## src/rtl/rtc_time_display.sv

```systemverilog
// Real-time clock with keypad set entry and a 2x16 LCD line formatter.
// Optional alarm (ALARM_MATCH port, MODE 4'b0010 entry) is enabled by defining TIME_ALARM_EN.
module rtc_time_display #(
    parameter int         CLK_HZ     = 1000,
    parameter int         MODE_24H   = 0,
    parameter logic [7:0] BLANK_CHAR = 8'h20
) (
    input  logic         CLK,
    input  logic         RESET,
    input  logic [3:0]   NUM_SYNC,
    input  logic         NUM_VALID,
    input  logic [3:0]   MODE,
    output logic [255:0] TIME_DATA,
    output logic         MERIDIEM,
    output logic [6:0]   HOUR,
    output logic [6:0]   MIN,
    output logic [6:0]   SEC,
    output logic         SEC_PULSE,
`ifdef TIME_ALARM_EN
    output logic         ALARM_MATCH,
`endif
    output logic         SET_ACTIVE
);

    localparam bit IS24 = (MODE_24H != 0);
    localparam int PW   = $clog2(CLK_HZ);

    typedef enum logic [2:0] {
        ST_RUN, ST_H10, ST_H1, ST_M10, ST_M1, ST_S10, ST_S1, ST_COMMIT
    } state_t;

    typedef struct packed {
        logic [6:0] hr;
        logic [6:0] mn;
        logic [6:0] sc;
        logic       mer;
    } time_t;

    localparam time_t RESET_TIME = '{hr: (IS24 ? 7'd0 : 7'd12), mn: 7'd0, sc: 7'd0, mer: 1'b0};

    function automatic time_t incr(input time_t t);
        time_t r;
        r = t;
        if (t.sc == 7'd59) begin
            r.sc = 7'd0;
            if (t.mn == 7'd59) begin
                r.mn = 7'd0;
                if (IS24) begin
                    r.hr = (t.hr == 7'd23) ? 7'd0 : t.hr + 7'd1;
                end else if (t.hr == 7'd12) begin
                    r.hr = 7'd1;
                end else begin
                    r.hr = t.hr + 7'd1;
                    r.mer = (t.hr == 7'd11) ? ~t.mer : t.mer;
                end
            end else begin
                r.mn = t.mn + 7'd1;
            end
        end else begin
            r.sc = t.sc + 7'd1;
        end
        return r;
    endfunction

    // Values never exceed 59, so a compare ladder gives the tens digit.
    function automatic logic [7:0] bcd2(input logic [6:0] v);
        logic [3:0] t;
        logic [6:0] u;
        t = 4'd0;
        for (int k = 1; k <= 5; k++) begin
            if (v >= 7'(k * 10)) t = 4'(k);
        end
        u = v - 7'(t) * 7'd10;
        return {t, u[3:0]};
    endfunction

    function automatic logic [7:0] dig_ascii(input logic [3:0] d);
        return (d == 4'hF) ? 8'h5F : 8'h30 + {4'h0, d};
    endfunction

    function automatic logic [255:0] fmt(input state_t st, input logic [5:0][3:0] sh,
                                         input logic shm, input time_t t, input logic armed);
        logic [255:0] r;
        logic [7:0]   hb, mb, sb;
        r  = {32{BLANK_CHAR}};
        hb = bcd2(t.hr);
        mb = bcd2(t.mn);
        sb = bcd2(t.sc);
        if (st != ST_RUN) begin
            r[16 +: 8]  = 8'h53;
            r[24 +: 8]  = 8'h45;
            r[32 +: 8]  = 8'h54;
            r[48 +: 8]  = dig_ascii(sh[0]);
            r[56 +: 8]  = dig_ascii(sh[1]);
            r[64 +: 8]  = 8'h3A;
            r[72 +: 8]  = dig_ascii(sh[2]);
            r[80 +: 8]  = dig_ascii(sh[3]);
            r[88 +: 8]  = 8'h3A;
            r[96 +: 8]  = dig_ascii(sh[4]);
            r[104 +: 8] = dig_ascii(sh[5]);
            r[120 +: 8] = IS24 ? BLANK_CHAR : (shm ? 8'h50 : 8'h41);
        end else begin
            r[127:0] = {16{BLANK_CHAR}};
        end
        if (!IS24) begin
            r[160 +: 8] = t.mer ? 8'h50 : 8'h41;
            r[168 +: 8] = 8'h4D;
        end else begin
            r[160 +: 16] = {2{BLANK_CHAR}};
        end
        r[184 +: 8] = dig_ascii(hb[7:4]);
        r[192 +: 8] = dig_ascii(hb[3:0]);
        r[200 +: 8] = 8'h3A;
        r[208 +: 8] = dig_ascii(mb[7:4]);
        r[216 +: 8] = dig_ascii(mb[3:0]);
        r[224 +: 8] = 8'h3A;
        r[232 +: 8] = dig_ascii(sb[7:4]);
        r[240 +: 8] = dig_ascii(sb[3:0]);
        r[248 +: 8] = armed ? 8'h2A : BLANK_CHAR;
        return r;
    endfunction

    state_t           state_q, state_d;
    logic [5:0][3:0]  sh_q, sh_d;
    logic             sh_mer_q, sh_mer_d;
    logic             tgt_q, tgt_d;
    time_t            time_q, time_d;
    logic [PW-1:0]    presc_q, presc_d;
    logic             sec_pulse_q;
    logic             set_active_q;
    logic [255:0]     disp_q, disp_d;

    logic             tick_s, mode_live_s, mode_alarm_s, mode_hold_s;
    logic             sh_ok_s, commit_ok_s, load_live_s, armed_s;
    logic [6:0]       sh_hr_s, sh_mn_s, sh_sc_s;
    time_t            shadow_time_s;

    assign tick_s       = (presc_q == PW'(CLK_HZ - 1));
    assign mode_live_s  = (MODE == 4'b0001);
`ifdef TIME_ALARM_EN
    assign mode_alarm_s = (MODE == 4'b0010);
`else
    assign mode_alarm_s = 1'b0;
`endif
    assign mode_hold_s  = tgt_q ? mode_alarm_s : mode_live_s;

    assign sh_hr_s = 7'(sh_q[0]) * 7'd10 + 7'(sh_q[1]);
    assign sh_mn_s = 7'(sh_q[2]) * 7'd10 + 7'(sh_q[3]);
    assign sh_sc_s = 7'(sh_q[4]) * 7'd10 + 7'(sh_q[5]);
    assign shadow_time_s = '{hr: sh_hr_s, mn: sh_mn_s, sc: sh_sc_s, mer: (IS24 ? 1'b0 : sh_mer_q)};
    assign sh_ok_s = (IS24 ? (sh_hr_s <= 7'd23) : (sh_hr_s >= 7'd1 && sh_hr_s <= 7'd12))
                     && (sh_mn_s <= 7'd59) && (sh_sc_s <= 7'd59);
    assign commit_ok_s = (state_q == ST_COMMIT) && sh_ok_s;
    assign load_live_s = commit_ok_s && !tgt_q;

    // Entry FSM: digit capture into the shadow, meridiem toggle, abort and commit.
    always_comb begin
        state_d  = state_q;
        sh_d     = sh_q;
        sh_mer_d = sh_mer_q;
        tgt_d    = tgt_q;
        case (state_q)
            ST_RUN: begin
                if (mode_live_s || mode_alarm_s) begin
                    state_d  = ST_H10;
                    sh_d     = '1;
                    sh_mer_d = time_q.mer;
                    tgt_d    = mode_alarm_s;
                end else begin
                    state_d = ST_RUN;
                end
            end
            ST_COMMIT: begin
                if (mode_hold_s) begin
                    state_d  = ST_H10;
                    sh_d     = '1;
                    sh_mer_d = load_live_s ? sh_mer_q : time_q.mer;
                end else begin
                    state_d = ST_RUN;
                end
            end
            ST_H10, ST_H1, ST_M10, ST_M1, ST_S10, ST_S1: begin
                if (!mode_hold_s) begin
                    state_d = ST_RUN;
                end else if (NUM_VALID && NUM_SYNC <= 4'd9) begin
                    sh_d[3'(state_q) - 3'd1] = NUM_SYNC;
                    state_d = state_t'(state_q + 3'd1);
                end else if (NUM_VALID && NUM_SYNC == 4'hA && !IS24) begin
                    sh_mer_d = ~sh_mer_q;
                end else begin
                    state_d = state_q;
                end
            end
            default: state_d = ST_RUN;
        endcase
    end

    // Time, prescaler and display next state; a commit load overrides a same-edge tick.
    always_comb begin
        time_d  = time_q;
        presc_d = presc_q + PW'(1);
        if (load_live_s) begin
            time_d  = shadow_time_s;
            presc_d = '0;
        end else if (tick_s) begin
            time_d  = incr(time_q);
            presc_d = '0;
        end else begin
            time_d = time_q;
        end
        disp_d = fmt(state_q, sh_q, sh_mer_q, time_q, armed_s);
    end

    // State, time and registered outputs.
    always_ff @(posedge CLK or posedge RESET) begin
        if (RESET) begin
            state_q      <= ST_RUN;
            sh_q         <= '1;
            sh_mer_q     <= 1'b0;
            tgt_q        <= 1'b0;
            time_q       <= RESET_TIME;
            presc_q      <= '0;
            sec_pulse_q  <= 1'b0;
            set_active_q <= 1'b0;
            disp_q       <= fmt(ST_RUN, '1, 1'b0, RESET_TIME, 1'b0);
        end else begin
            state_q      <= state_d;
            sh_q         <= sh_d;
            sh_mer_q     <= sh_mer_d;
            tgt_q        <= tgt_d;
            time_q       <= time_d;
            presc_q      <= presc_d;
            sec_pulse_q  <= tick_s;
            set_active_q <= (state_d != ST_RUN);
            disp_q       <= disp_d;
        end
    end

`ifdef TIME_ALARM_EN
    time_t alarm_q;
    logic  armed_q;
    logic  alarm_match_q;

    // Alarm storage and match pulse aligned with SEC_PULSE.
    always_ff @(posedge CLK or posedge RESET) begin
        if (RESET) begin
            alarm_q       <= RESET_TIME;
            armed_q       <= 1'b0;
            alarm_match_q <= 1'b0;
        end else begin
            if (commit_ok_s && tgt_q) begin
                alarm_q <= shadow_time_s;
                armed_q <= 1'b1;
            end else begin
                alarm_q <= alarm_q;
                armed_q <= armed_q;
            end
            alarm_match_q <= tick_s && !load_live_s && armed_q && (incr(time_q) == alarm_q);
        end
    end

    assign armed_s     = armed_q;
    assign ALARM_MATCH = alarm_match_q;
`else
    assign armed_s = 1'b0;
`endif

    assign TIME_DATA  = disp_q;
    assign MERIDIEM   = time_q.mer;
    assign HOUR       = time_q.hr;
    assign MIN        = time_q.mn;
    assign SEC        = time_q.sc;
    assign SEC_PULSE  = sec_pulse_q;
    assign SET_ACTIVE = set_active_q;

endmodule

```

## config.mk

```make
export PLATFORM = sky130hd
export DESIGN_NAME = rtc_time_display
export DESIGN_NICKNAME = d
export VERILOG_FILES = /design/src/rtl/rtc_time_display.sv
export SDC_FILE = /design/constraint.sdc
export NUM_CORES = 1
export LEC_CHECK = 0
export CORE_MARGIN = 1
export CORE_UTILIZATION = 42
export CTS_BUF_LIST = sky130_fd_sc_hd__clkbuf_4
export DETAILED_ROUTE_END_ITERATION = 10
export GPL_TIMING_DRIVEN = 1
export PLACE_DENSITY = 0.79
export SLEW_MARGIN = 20
export SYNTH_ARGS = -nofsm -noshare
export SYNTH_HDL_FRONTEND = slang
export SYNTH_SLANG_ARGS = --single-unit
```

## constraint.sdc

```tcl
create_clock -name CLK -period 3.83 [get_ports CLK]
set_input_delay 0.5745 -clock CLK [delete_from_list [all_inputs] [get_ports CLK]]
set_output_delay 0.5745 -clock CLK [all_outputs]
set_load 0.01 [all_outputs]
```

==> metrics.txt <==
# TYPE chip_impl_metric gauge
chip_impl_metric{name="ys_types",unit=""} 62
chip_impl_metric{name="grt_max_degree",unit=""} 132
chip_impl_metric{name="p_sw_share",unit="%"} 29.1
chip_impl_metric{name="critPathMaxFanout",unit=""} 33
chip_impl_metric{name="timing.critical_path.arrival",unit="ns"} 3.63
chip_impl_metric{name="fin_total_pwr",unit="mW"} 2.65
chip_impl_info{name="clock_tree_from_tritoncts",value="done"} 1
chip_impl_metric{name="ir_drop",unit="mV"} 0.167
chip_impl_metric{name="track_usage",unit="%"} 15.4
chip_impl_metric{name="fin_crit_sh",unit="%"} 83.3
chip_impl_metric{name="vias_per_cell",unit=""} 4.52
chip_impl_metric{name="post-cts-setup-buffer-count",unit=""} 0
chip_impl_info{name="final_common_cell",value="sky130_fd_sc_hd__conb_1"} 1
chip_impl_metric{name="core_area",unit="mm^2"} 0.0187
chip_impl_metric{name="design.final.nets",unit=""} 942
chip_impl_metric{name="static-leakage-power",unit="nW"} 4.18
chip_impl_metric{name="antenna_cells",unit=""} 0
chip_impl_metric{name="clock-skew-final",unit="ns"} 0.0209
chip_impl_metric{name="io_pins",unit=""} 291
chip_impl_metric{name="chipHeight",unit="um"} 140
chip_impl_metric{name="sequentialPowerShare",unit="%"} 54.3
chip_impl_info{name="root_buffer",value="sky130_fd_sc_hd__clkbuf_4"} 1
chip_impl_metric{name="portBuffers",unit=""} 128
chip_impl_metric{name="drt_iter0_drc",unit=""} 267
chip_impl_info{name="synth_ff_type",value="sky130_fd_sc_hd__dfrtp_1"} 1
chip_impl_metric{name="synth.yosys.seq_area_share",unit="%"} 41.4
chip_impl_metric{name="number_of_nets_still_failing_antenna_checks_after_routing",unit=""} 0
chip_impl_info{name="synthTopCellsByArea",value="sky130_fd_sc_hd__dfrtp_1, sky130_fd_sc_hd__buf_4, sky130_fd_sc_hd__dfstp_2, sky130_fd_sc_hd__ha_1, sky130_fd_sc_hd__mux2_2"} 1
chip_impl_metric{name="grt_first_pass_wirelength",unit="mm"} 23.6
chip_impl_info{name="synth.largest_area_cell",value="sky130_fd_sc_hd__dfrtp_1"} 1
chip_impl_metric{name="setup_total_negative_slack",unit="ns"} 0
chip_impl_metric{name="postSynth.asyncResetShare",unit="%"} 100
chip_impl_info{name="critical_path.endpoint_type",value="register"} 1
chip_impl_metric{name="ys_ff_latch",unit=""} 131
chip_impl_metric{name="holdWs",unit="ns"} 0.498
chip_impl_metric{name="dp.final_hpwl",unit="mm"} 10.9
chip_impl_metric{name="intPower",unit="mW"} 1.88
chip_impl_metric{name="clock_power_share",unit="%"} 31.7
chip_impl_metric{name="ys_warn_count",unit=""} 0
chip_impl_metric{name="cts.reportedPaths.clkPinSlew",unit="ns"} 0.12
chip_impl_metric{name="detail_route.drc_violations",unit=""} 0
chip_impl_metric{name="normalized_max_slew_margin",unit="%"} 50.8
chip_impl_metric{name="fp.dieArea",unit="mm^2"} 0.0197
chip_impl_info{name="critical_path_class",value="register to register"} 1
chip_impl_metric{name="route.final.wire_length",unit="mm"} 14.7
chip_impl_metric{name="final-setup-viol-count",unit=""} 0
chip_impl_metric{name="start_util",unit="%"} 43.0
chip_impl_metric{name="postSynthAreaPerCell",unit="um^2"} 10.2
chip_impl_metric{name="width_of_the_chip",unit="um"} 140
chip_impl_metric{name="overflow",unit=""} 0
chip_impl_metric{name="dr_total_vias",unit=""} 5131
chip_impl_metric{name="number_of_global_route_vias_before_repair",unit=""} 4735
chip_impl_metric{name="cts.htree.levels",unit=""} 4
chip_impl_metric{name="timing.final.max_slew_violations",unit=""} 0
chip_impl_metric{name="yosysTopAreaCellShare",unit="%"} 28.6
chip_impl_metric{name="hold_violations",unit=""} 0
chip_impl_metric{name="post-route-worst-setup-slack",unit="ns"} 0.639
chip_impl_metric{name="synth_area",unit="mm^2"} 0.00804
chip_impl_metric{name="std_cell_rows",unit=""} 50
chip_impl_metric{name="cts_buffers",unit=""} 17
chip_impl_info{name="rsz_0062_raised_after_global_routing",value="no"} 1
chip_impl_metric{name="p_comb_share",unit="%"} 14.0
chip_impl_metric{name="critical_path_required",unit="ns"} 4.27
chip_impl_metric{name="netlist_instances",unit=""} 789
chip_impl_metric{name="gp_routability_congestion",unit=""} 0.830
chip_impl_metric{name="cts_max_path_buffers",unit=""} 2
chip_impl_info{name="critPathLaunchType",value="register"} 1
chip_impl_metric{name="num-fill-cells",unit=""} 1713
chip_impl_metric{name="drt_first_pass_iters",unit=""} 4
chip_impl_metric{name="clock-sinks",unit=""} 131
chip_impl_metric{name="worst_case_setup_slack_after_placement",unit="ns"} 0.637
chip_impl_info{name="final_cell_mix",value="sky130_fd_sc_hd__conb_1, sky130_fd_sc_hd__clkdlybuf4s50_1, sky130_fd_sc_hd__dfrtp_1, sky130_fd_sc_hd__inv_1, sky130_fd_sc_hd__dfstp_2"} 1
chip_impl_metric{name="route.detailed.wl_per_inst",unit="um"} 12.9
chip_impl_metric{name="fmaxAchievable",unit="GHz"} 0.313
chip_impl_info{name="min_path_type",value="register to register"} 1
chip_impl_metric{name="antenna_found_initial",unit=""} 0
chip_impl_metric{name="maxCapViolations",unit=""} 0
chip_impl_metric{name="p_per_area",unit="mW/mm^2"} 295
chip_impl_metric{name="clock_network_latency_to_the_later_pin_of_the_worst_skew_pair",unit="ns"} 0.55
chip_impl_metric{name="synth_edf_count",unit=""} 0
chip_impl_metric{name="post_cts_resize_count",unit=""} 0
chip_impl_metric{name="holdBufCountCts",unit=""} 0
chip_impl_metric{name="areaGrowthSynthToFinish",unit="%"} 11.9
chip_impl_metric{name="max_slew.worst_pin.slew",unit="ns"} 0.739
chip_impl_metric{name="power_switching",unit="mW"} 0.772
chip_impl_metric{name="drive_above_1_share",unit="%"} 13.2
chip_impl_metric{name="period_needed",unit="ns"} 3.19
chip_impl_info{name="status",value="complete, no violations"} 1
## registers in the layout, summed over array words and instances (netlist names)
name / flops
TIME_DATA: 69
sh_q: 24
presc_q: 10
HOUR: 7
MIN: 7
SEC: 7
state_q: 3
MERIDIEM: 1
SEC_PULSE: 1
SET_ACTIVE: 1
sh_mer_q: 1
## critical path: stages, from the launching register on
cell	delay (ns)
sky130_fd_sc_hd__dfstp_2	0.59
sky130_fd_sc_hd__ha_1	0.24
sky130_fd_sc_hd__ha_1	0.19
sky130_fd_sc_hd__inv_1	0.06
sky130_fd_sc_hd__fa_1	0.48
sky130_fd_sc_hd__nand3_1	0.12
sky130_fd_sc_hd__a211oi_1	0.08
sky130_fd_sc_hd__maj3_1	0.35
sky130_fd_sc_hd__o21a_1	0.21
sky130_fd_sc_hd__nor3_4	0.16
sky130_fd_sc_hd__buf_12	0.24
sky130_fd_sc_hd__mux2_2	0.36
## routing by layer
| metal | global-route usage, % | share of wire [%] |
|---|---|---|
| met1 | 18.5 | 43 |
| met2 | 26.3 | 51 |
| met3 | 4.34 | 4.8 |
| met4 | 5.67 | 1.7 |
| met5 | 0 | 0 |
## cell type report
type                            instances  area (um^2)  area share [%]
Inverter                               45          173            1.92
Tap cell                              234          293            3.26
Clock inverter                         14          115            1.28
Timing Repair Buffer                  132         1340            14.9
Multi-Input combinational cell        560         3610            40.2
Sequential cell                       131         3330            37.0
Clock buffer                           18          135            1.50
## power groups by stage
stage	clock network [mW]	logic, mW	registers (mW)
detailed placement	0	0.370	1.46
global placement	0	0.361	1.46
global route	0.948	0.412	1.44
finish	0.841	0.370	1.44
floorplan	0	0.398	1.46
CTS	0.878	0.371	1.44
## kinds of logic after synthesis
kind of cell	share of synthesized area [%]
adders and majority gates	7.81
other	0.0934
buffers and inverters	21.1
AOI/OAI and AO/OA	6.49
xor gates and xnor gates	3.38
and+or+nand+nor	13.6
muxes	6.09
DFF	41.4
## final timing paths
check,from,to,slack (ns),cells after the start
worst max register to register,sh_q[17],SEC[0],0.64,11
worst min register to register,sh_mer_q,TIME_DATA[120],0.50,1
max in group asynchronous,RESET,HOUR[0],2.71,3
min in group asynchronous,RESET,TIME_DATA[194],0.54,3
worst min-delay path,sh_mer_q,TIME_DATA[120],0.50,1
worst max-delay path,sh_q[17],SEC[0],0.64,11
## metrics by stage
stage,std cells,instance area [um^2],utilization (%)
final,1134,8990,48.1
after global routing,1134,8990,48.1
after CTS,1134,8990,48.1
after detailed placement,1102,8740,46.7
after global placement,1102,8740,46.7
after floorplan,949,8640,-
## cell usage after synthesis, drive strengths merged, types with 2 or more instances
master / number
a211oi: 2
a21o: 5
a21oi: 22
a31oi: 5
and3: 6
and4: 5
buf: 197
clkbuf: 16
conb: 2
dfrtp: 92
dfstp: 39
fa: 9
ha: 35
inv: 45
mux2: 31
mux2i: 14
nand2: 37
nand2b: 11
nand3: 23
nand3b: 5
nand4: 14
nor2: 37
nor2b: 23
nor3: 15
nor3b: 3
nor4: 5
o21a: 4
o21ai: 27
o21bai: 3
o31a: 2
o31ai: 3
or2: 2
or3b: 3
or4: 2
xnor2: 20
xor2: 11
(Power assumes the default switching activity.)
